===== config.mk =====
export PLATFORM = sky130hd
export DESIGN_NAME = fp_addsub_param_flat
export DESIGN_NICKNAME = d
export VERILOG_FILES = /design/src/rtl/fp_addsub_param_if.sv /design/src/rtl/fp_addsub_param.sv /design/src/flat_wrapper.sv
export SDC_FILE = /design/constraint.sdc
export NUM_CORES = 1
export LEC_CHECK = 0
export ABC_CLOCK_PERIOD_IN_PS = 7600
export BUFFER_PORTS_ARGS = -buffer_cell sky130_fd_sc_hd__buf_2
export CAP_MARGIN = 40
export CORE_UTILIZATION = 56
export DETAILED_ROUTE_END_ITERATION = 8
export PLACE_DENSITY = 0.76
export REMOVE_ABC_BUFFERS = 1
export SETUP_SLACK_MARGIN = 0.5
export SKIP_LAST_GASP = 1
export SLEW_MARGIN = 0
export SYNTH_ARGS = -nofsm -noshare
export SYNTH_HDL_FRONTEND = slang
export SYNTH_SLANG_ARGS = --single-unit

===== constraint.sdc =====
create_clock -name clk -period 7.6 [get_ports clk]
set_clock_uncertainty 0.05 [all_clocks]
set_input_delay 1.52 -clock clk [delete_from_list [all_inputs] [get_ports clk]]
set_output_delay 1.52 -clock clk [all_outputs]
set_load 0.05 [all_outputs]

===== src/rtl/fp_addsub_param_if.sv =====
// Request/response bundle between the calculator control FSM and the FP add/sub unit.
interface fp_addsub_param_if #(
  parameter int EW = 8,
  parameter int MW = 23
);
  logic             start;
  logic             op;
  logic [EW+MW:0]   x;
  logic [EW+MW:0]   y;
  logic             busy;
  logic             done;
  logic [EW+MW:0]   result;
  logic [3:0]       flags;

  modport master (output start, op, x, y, input busy, done, result, flags);
  modport slave  (input start, op, x, y, output busy, done, result, flags);
endinterface


===== src/rtl/fp_addsub_param.sv =====
// Multi-cycle parametrised FP adder/subtractor: FTZ, RNE rounding, special values,
// status flags {invalid, overflow, underflow, inexact} and a busy/done handshake.
module fp_addsub_param #(
  parameter int EW = 8,
  parameter int MW = 23
) (
  input  logic              clk,
  input  logic              rst_n,
  fp_addsub_param_if.slave  bus
);
  localparam int FW = 1 + EW + MW;
  localparam int W  = MW + 4;  // {hidden, mant, G, R, S}; bit W is the carry
  localparam logic [EW-1:0] EMAX     = {EW{1'b1}};
  localparam logic [EW:0]   E_ONE    = (EW+1)'(1);
  localparam logic [EW:0]   COLLAPSE = (EW+1)'(MW + 3);

  typedef struct packed {
    logic          s;
    logic [EW-1:0] e;
    logic [MW-1:0] f;
  } fp_t;

  typedef enum logic [2:0] {S_IDLE, S_ALIGN, S_ADD, S_NORM, S_ROUND, S_DONE} state_t;

  state_t state, nxt;

  logic          sgn, sub;
  logic [EW:0]   ea, eb;
  logic [W:0]    ma, mb;
  logic [FW-1:0] res_q;
  logic [3:0]    flg_q;

  // operand decode, with y already carrying the effective sign
  fp_t fx, fy, fa, fb;
  logic x_nan, y_nan, x_inf, y_inf, x_zero, y_zero, special, x_ge;

  assign fx = bus.x;
  assign fy = {bus.y[FW-1] ^ bus.op, bus.y[FW-2:0]};

  assign x_nan   = (fx.e == EMAX) && (fx.f != '0);
  assign y_nan   = (fy.e == EMAX) && (fy.f != '0);
  assign x_inf   = (fx.e == EMAX) && (fx.f == '0);
  assign y_inf   = (fy.e == EMAX) && (fy.f == '0);
  assign x_zero  = (fx.e == '0);
  assign y_zero  = (fy.e == '0);
  assign special = x_nan | y_nan | x_inf | y_inf | x_zero | y_zero;

  assign x_ge = {fx.e, fx.f} >= {fy.e, fy.f};
  assign fa   = x_ge ? fx : fy;
  assign fb   = x_ge ? fy : fx;

  logic [FW-1:0] qnan, spec_res;
  logic [3:0]    spec_flg;

  assign qnan = {1'b0, EMAX, 1'b1, {(MW-1){1'b0}}};

  always_comb begin
    spec_res = '0;
    spec_flg = '0;
    if (x_nan || y_nan) begin
      spec_res = qnan;
    end else if (x_inf && y_inf) begin
      if (fx.s != fy.s) begin
        spec_res = qnan;
        spec_flg = 4'b1000;
      end else begin
        spec_res = {fx.s, EMAX, {MW{1'b0}}};
      end
    end else if (x_inf) begin
      spec_res = {fx.s, EMAX, {MW{1'b0}}};
    end else if (y_inf) begin
      spec_res = {fy.s, EMAX, {MW{1'b0}}};
    end else if (x_zero && y_zero) begin
      spec_res = {fx.s & fy.s, {(FW-1){1'b0}}};
    end else if (x_zero) begin
      spec_res = fy;
    end else begin
      spec_res = fx;
    end
  end

  // datapath helpers
  logic [EW:0] diff, eb_inc, e_dec, er;
  logic        collapse;
  logic [W:0]  sum, norm_sh;

  assign diff     = ea - eb;
  assign collapse = diff > COLLAPSE;
  assign eb_inc   = eb + E_ONE;
  assign e_dec    = ea - E_ONE;
  assign sum      = sub ? (ma - mb) : (ma + mb);
  assign norm_sh  = {ma[W-1:0], 1'b0};

  // RNE on the stored fraction; hidden bit is 1 whenever the result is not flushed,
  // so a fraction carry-out is the mantissa carry-out
  logic          g, r, s, lsb, inc, inexact;
  logic [MW:0]   fr;
  logic [FW-1:0] rnd_res;
  logic [3:0]    rnd_flg;

  assign lsb     = ma[3];
  assign g       = ma[2];
  assign r       = ma[1];
  assign s       = ma[0];
  assign inc     = g & (r | s | lsb);
  assign inexact = g | r | s;
  assign fr      = {1'b0, ma[W-2:3]} + {{MW{1'b0}}, inc};
  assign er      = ea + {{EW{1'b0}}, fr[MW]};

  always_comb begin
    rnd_res = {sgn, er[EW-1:0], fr[MW-1:0]};
    rnd_flg = {3'b000, inexact};
    if (ea == '0) begin
      rnd_res = {sgn, {(FW-1){1'b0}}};
      rnd_flg = 4'b0011;
    end else if (er >= {1'b0, EMAX}) begin
      rnd_res = {sgn, EMAX, {MW{1'b0}}};
      rnd_flg = 4'b0101;
    end
  end

  // state register
  always_ff @(posedge clk or negedge rst_n) begin
    if (!rst_n) state <= S_IDLE;
    else        state <= nxt;
  end

  // next state
  always_comb begin
    nxt = state;
    unique case (state)
      S_IDLE:  if (bus.start) nxt = special ? S_DONE : ((fa.e == fb.e) ? S_ADD : S_ALIGN);
      S_ALIGN: if (collapse || eb_inc == ea) nxt = S_ADD;
      S_ADD: begin
        if (sum == '0)                 nxt = S_DONE;
        else if (sum[W] || !sum[W-1])  nxt = S_NORM;
        else                           nxt = S_ROUND;
      end
      S_NORM:  if (ma[W] || norm_sh[W-1] || e_dec == '0) nxt = S_ROUND;
      S_ROUND: nxt = S_DONE;
      S_DONE:  nxt = S_IDLE;
      default: nxt = S_IDLE;
    endcase
  end

  // outputs
  always_comb begin
    bus.busy   = (state != S_IDLE);
    bus.done   = (state == S_DONE);
    bus.result = res_q;
    bus.flags  = flg_q;
  end

  // working datapath
  always_ff @(posedge clk or negedge rst_n) begin
    if (!rst_n) begin
      sgn <= 1'b0;
      sub <= 1'b0;
      ea  <= '0;
      eb  <= '0;
      ma  <= '0;
      mb  <= '0;
    end else begin
      unique case (state)
        S_IDLE: if (bus.start && !special) begin
          sgn <= fa.s;
          sub <= fa.s ^ fb.s;
          ea  <= {1'b0, fa.e};
          eb  <= {1'b0, fb.e};
          ma  <= {2'b01, fa.f, 3'b000};
          mb  <= {2'b01, fb.f, 3'b000};
        end
        S_ALIGN: begin
          if (collapse) begin
            // B is entirely below the sticky position: only its presence matters
            mb <= {{W{1'b0}}, 1'b1};
            eb <= ea;
          end else begin
            mb <= {1'b0, mb[W:2], mb[1] | mb[0]};
            eb <= eb_inc;
          end
        end
        S_ADD: ma <= sum;
        S_NORM: begin
          if (ma[W]) begin
            ma <= {1'b0, ma[W:2], ma[1] | ma[0]};
            ea <= ea + E_ONE;
          end else begin
            ma <= norm_sh;
            ea <= e_dec;
          end
        end
        default: ;
      endcase
    end
  end

  // result/flags only change on the way into DONE
  always_ff @(posedge clk or negedge rst_n) begin
    if (!rst_n) begin
      res_q <= '0;
      flg_q <= '0;
    end else if (state == S_IDLE && bus.start && special) begin
      res_q <= spec_res;
      flg_q <= spec_flg;
    end else if (state == S_ADD && sum == '0) begin
      res_q <= '0;
      flg_q <= '0;
    end else if (state == S_ROUND) begin
      res_q <= rnd_res;
      flg_q <= rnd_flg;
    end
  end
endmodule

===== src/flat_wrapper.sv =====
// flat-port wrapper written by rule: the top's interface ports become plain ports
module fp_addsub_param_flat 
#(
  parameter int EW = 8,
  parameter int MW = 23
)
  (clk, rst_n, bus_start, bus_op, bus_x, bus_y, bus_busy, bus_done, bus_result, bus_flags);
  fp_addsub_param_if #(.EW(EW), .MW(MW)) bus_i ();
  input  logic clk;
  input  logic rst_n;
  input wire logic [$bits(bus_i.start)-1:0] bus_start;
  input wire logic [$bits(bus_i.op)-1:0] bus_op;
  input wire logic [$bits(bus_i.x)-1:0] bus_x;
  input wire logic [$bits(bus_i.y)-1:0] bus_y;
  output wire logic [$bits(bus_i.busy)-1:0] bus_busy;
  output wire logic [$bits(bus_i.done)-1:0] bus_done;
  output wire logic [$bits(bus_i.result)-1:0] bus_result;
  output wire logic [$bits(bus_i.flags)-1:0] bus_flags;
  assign bus_i.start = bus_start;
  assign bus_i.op = bus_op;
  assign bus_i.x = bus_x;
  assign bus_i.y = bus_y;
  assign bus_busy = bus_i.busy;
  assign bus_done = bus_i.done;
  assign bus_result = bus_i.result;
  assign bus_flags = bus_i.flags;
  fp_addsub_param #(.EW(EW), .MW(MW)) u_core (.clk(clk), .rst_n(rst_n), .bus(bus_i));
endmodule

=== After elaboration in Yosys (flattened, before gate mapping) ===
Cells that the tools add are included.

* Flip-flop bits (word level): 115
* Input port bits: 68

* $add $sub $neg: 8
* Magnitude comparators: 3
* Equality and inequality tests: 14
* Multiplexer cells: 43
* Bitwise gates (word level): 14
* Reduce and logical (&&, ||, !) cells: 37

{| class="wikitable"
|+ Operator list
! kind !! number
|-
| 32-bit two-way mux || 12
|-
| 28-bit two-way mux || 4
|-
| 28-bit one-hot mux with 3 select lines || 1
|-
| 31-bit two-way mux || 2
|-
| 28-bit one-hot mux with 2 select lines || 1
|-
| 23-bit logical NOT || 2
|-
| 23-bit nonzero test || 2
|-
| 9-bit two-way mux || 4
|-
| 9-bit one-hot mux with 2 select lines || 2
|-
| 31-bit greater-or-equal comparator || 1
|-
| 28-bit adder || 1
|-
| 28-bit logical NOT || 1
|-
| 4-bit two-way mux || 7
|-
| 28-bit subtractor || 1
|-
| 27-bit two-way mux || 1
|-
| 23-bit by 1-bit adder with 24-bit output || 1
|-
| 3-bit two-way mux || 7
|-
| 9-bit by 1-bit adder with 9-bit output, second input constant || 2
|-
| 9-bit logical NOT || 2
|-
| 8-bit == test, second input constant || 2
|-
| 8-bit logical NOT || 2
|-
| 3-bit one-hot mux with 5 select lines || 1
|-
| 1-bit logical AND || 10
|-
| 1-bit OR || 10
|-
| other kinds (23) || 40
|}

=== Depth between registers and ports, before layout ===
* Depth after elaboration: 11
* Mapped depth: 22
* Mapped depth without buffers: 19

=== Least setup slack after synthesis ===
Ideal clock, no wire load.

* Path type: flip-flop to flip-flop
* Start: reg u_core.mb[6]
* End: reg u_core.res_q[10] (netlist: u_core.bus.result[10])
* Library setup time: 126 ps
* Data arrival time: 5014 ps
* Path slack: 2410 ps
* Stages on the path, launching flop included: 21
* Path buffers: 3
* Period minus slack after synthesis: 5190 ps
* Cell sequence: dfrtp_1 or4_4 nor4_1 nand2_1 nor2_1 nor2_1 xnor2_1 ha_1 clkbuf_1 nand2_1 nor4_1 a221oi_1 and3b_1 a21o_1 a2111oi_2 nand4_1 or4b_1 and3_1 buf_2 buf_6 a221o_1

* Cells in the longest elaborated chain, start to end: 6
* Elaborated cells between the ends (all ways): 8
* Those cells by class: add/sub (2); mux (3); reduce/logical (3)

{| class="wikitable"
|+ RTL lines
! what !! RTL line !! source
|-
| start, declared || fp_addsub_param.sv:29 || <nowiki>logic [W:0] ma, mb;</nowiki>
|-
| start signal, assigned || fp_addsub_param.sv:171 || <nowiki>mb <= {2'b01, fb.f, 3'b000};</nowiki>
|-
| start signal, assigned || fp_addsub_param.sv:176 || <nowiki>mb <= {{W{1'b0}}, 1'b1};</nowiki>
|-
| start signal, assigned || fp_addsub_param.sv:179 || <nowiki>mb <= {1'b0, mb[W:2], mb[1] | mb[0]};</nowiki>
|-
| 28-bit adder / 28-bit subtractor (equally long branches) || fp_addsub_param.sv:91 || <nowiki>assign sum = sub ? (ma - mb) : (ma + mb);</nowiki>
|-
| 28-bit two-way mux * || fp_addsub_param.sv:91 ||
|-
| 28-bit logical NOT * || fp_addsub_param.sv:206 || <nowiki>end else if (state == S_ADD && sum == '0) begin</nowiki>
|-
| 1-bit logical AND * || fp_addsub_param.sv:206 ||
|-
| 32-bit two-way mux || fp_addsub_param.sv:206 ||
|-
| 32-bit two-way mux || fp_addsub_param.sv:203 || <nowiki>end else if (state == S_IDLE && bus.start && special) begin</nowiki>
|-
| end signal, assigned || fp_addsub_param.sv:204 || <nowiki>res_q <= spec_res;</nowiki>
|-
| end signal, assigned || fp_addsub_param.sv:210 || <nowiki>res_q <= rnd_res;</nowiki>
|-
| end, declared || fp_addsub_param.sv:30 || <nowiki>logic [FW-1:0] res_q;</nowiki>
|}

Mark *: on every way between the ends. The rest lies on a longest branch, timed or not.
A chain may end at the register's enable or synchronous reset.

=== Worst setup path in the final report ===
* Start: reg u_core.mb[1]
* End: reg u_core.res_q[11] (netlist: u_core.bus.result[11])

Same word-level chain as after synthesis.

==> qor.yml <==
placement:
  dpl-instance-area_mm2: 0.0120
  dpl_worst_slack_ns: 1.57
  io_buffers: 105
  gp_congestion: 0.988
  hpwl_um: 28800
pwr:
  ir_drop_uv: 233
  p_total_w: 0.00717
  p_leak_nw: 5.61
  powerDensity_mw_per_mm2: 565
logic_synthesis:
  synth-simple-area-share_pct: 19.1
  syn_area_per_cell_um2: 7.87
  synth-seq-area-share_pct: 25.1
  synth_top_cell_by_area: "dfrtp_1"
  synth_compound_area_share_pct: 26.3
  synth.mux.area_fraction_pct: 7.83
  synth_top_area_share_pct: 25.1
  yosysWarnings: 0
  synth_ff_type: "dfrtp_1"
  yosys.area_share.xor_xnor_pct: 7.62
  synth_area_leaders: "dfrtp_1 25%, ha_1 8.3%, mux2i_1 7.1%"
  synthDistinctLibCells: 66
  netlist_area_mm2: 0.0114
  ys_ff_latch: 114
  synth_fa_ha_area_share_pct: 8.61
  syn_inst: 1443
  synth-edff-count: 0
  synth_top_family_by_area: "compound AO/OA/AOI/OAI gates"
  synth-async-reset-ratio_pct: 100
sta:
  setup_violations: 0
  grt_setup_unrepaired: "no"
  fin_crit_sh_pct: 80.4
  relSlewSlack_pct: 33.3
  period_needed_ns: 6.11
  fmax_mhz: 164
  setup_ws_ns: 1.49
  tightest_slew_ns: 0.989
  fin_tns_setup_ns: 0
  final_max_slew_viol_count: 0
  hold_slack_ns: 0.441
  finalHoldViolations: 0
route:
  vias_per_cell: 6.69
  vias: 11800
  drc: 0
  first_iter_violations: 1420
  finalWirelength_um: 38500
  drtPass1Iterations: 6
  wl_per_cell_um: 21.8
  antenna_left: 0
floorplanning:
  fp.dieW_um: 144
  num_io_pins: 106
  coreArea_mm2: 0.0197
  initial_utilization_pct: 57.8
  dieArea_mm2: 0.0209
  rows: 51
  die_h_um: 144
worst_hold_path:
  hold_depth: 1
  hold_class: "reg2reg"
clocking:
  hold_buffers: 0
  cts.clk_slew.worst_paths_ns: 0.06
  cts_tree: "done"
  cts_root_buf: "clkbuf_16"
  cts.repair.resized: 0
  cts_buffer_depth: 2
  cts_setup_buffers: 0
  cts.sinks: 114
  clock_latency_ns: 0.43
  h-tree-depth: 4
  cts-buffers-inserted: 17
final_layout:
  nets: 1634
  fillers: 1712
  drive_above_1_share_pct: 12.2
  area_delta_synth_final_pct: 11.6
  fin_area_mm2: 0.0127
setup_path:
  worst_r2r_path_depth: 21
  cp.required_ns: 7.86
  critPathKind: "reg2reg"
  start_kind: "flop"
  end_kind: "flop"
  cp_max_fo: 14
  worstPathArrival_ns: 6.37
global_route:
  grt_pass1_wl_um: 60000
  overflow: 0
  grt_pass1_vias: 10900
  antenna_found_initial: 1
  grt_usage_pct: 38.0
  grt_max_degree: 62
run_status:
  status: "finished, final reports clean"
run:
  drv_cap: 0
cell usage after synthesis (35+ instances only):
| master | number |
|---|---|
| nand4_1 | 35 |
| nand3_1 | 40 |
| inv_1 | 65 |
| ha_1 | 75 |
| clkbuf_1 | 78 |
| a21oi_1 | 95 |
| o21ai_0 | 117 |
| nand2_1 | 127 |
| xnor2_1 | 71 |
| dfrtp_1 | 114 |
| mux2i_1 | 81 |
| nor2_1 | 125 |
cell usage in the layout (no fill, tap or decap), drive strengths merged, types with 40 or more instances in the layout:
cell type  synthesis  routed
o21ai            117     117
nand3             40      40
mux2i             81      81
ha                75      75
dfrtp            114     114
nand2            127     127
inv               65      66
xnor2             72      72
buf               17     122
nor2             125     125
a21oi             95      95
final timing paths:
check	start	slack, ns	end
max in group asynchronous	rst_n	5.06	u_core.ma[27]
max	u_core.mb[1]	1.49	u_core.bus.result[11]
min	u_core.bus.result[20]	0.44	u_core.bus.result[20]
min in group asynchronous	rst_n	1.10	u_core.eb[4]
min reg2reg	u_core.bus.result[20]	0.44	u_core.bus.result[20]
max reg2reg	u_core.mb[1]	1.49	u_core.bus.result[11]
power by group:
group | leakage [nW] | internal [W] | total, W | switching [W]
combinational | 3.91 | 0.00186 | 0.00499 | 0.00312
clock | 0.299 | 0.000556 | 0.000868 | 0.000312
sequential | 1.40 | 0.000864 | 0.00131 | 0.000447
total | 5.61 | 0.00328 | 0.00717 | 0.00388
flip-flops by register name, summed over array words and instances (netlist names):
| signal | count |
|---|---|
| u_core.mb | 27 |
| u_core.ma | 28 |
| u_core.sgn | 1 |
| u_core.eb | 9 |
| u_core.ea | 9 |
| u_core.state | 3 |
| u_core.bus.result | 32 |
| u_core.bus.flags | 4 |
| u_core.sub | 1 |
per-stage QoR:
stage,utilization (%),instances
floorplan,-,1348
global placement,61.0,1732
detailed placement,61.3,1735
CTS,64.5,1767
global route,64.5,1767
finish,64.5,1770
worst max-delay path, cell delays in order (launching register included):
cell	delay, ns
dfrtp_1	0.40
inv_1	0.10
ha_1	0.23
nand3b_1	0.20
nor4_1	0.29
buf_4	0.19
nand2_1	0.05
nor2_1	0.23
nor2_1	0.08
xnor2_1	0.13
ha_1	0.46
nand2_1	0.20
nor4_1	0.41
a221oi_1	0.16
and3b_1	0.25
a21o_1	0.21
a2111oi_2	0.29
nand4_1	0.15
or4b_1	0.82
and3_1	0.48
buf_8	0.24
a221o_1	0.35
final cells by class:
cell class                      instances  area, um^2  area share [%]
Timing Repair Buffer                  122         683            5.39
Antenna cell                            3        7.51          0.0592
Multi-Input combinational cell       1169        7930            62.6
Tap cell                              265         332            2.62
Inverter                               65         244            1.92
Clock buffer                           19         443            3.49
Clock inverter                         13         184            1.45
Sequential cell                       114        2850            22.5
kinds of logic after synthesis:
kind of cell | Yosys count
multiplexers | 88
flip-flops | 114
AND/OR/NAND/NOR | 454
adder cells (fa/ha/maj) | 77
XOR/XNOR | 98
buffers and inverters | 160
AO/OA/AOI/OAI | 452
layer usage:
metal	share of wire [%]	global-route usage, %	vias up
met5	0	0	-
met4	3.3	14.9	0
met3	12	9.21	120
met2	43	56.8	725
met1	42	52.4	5561
li1	-	-	5437
(Power assumes the default switching activity.)
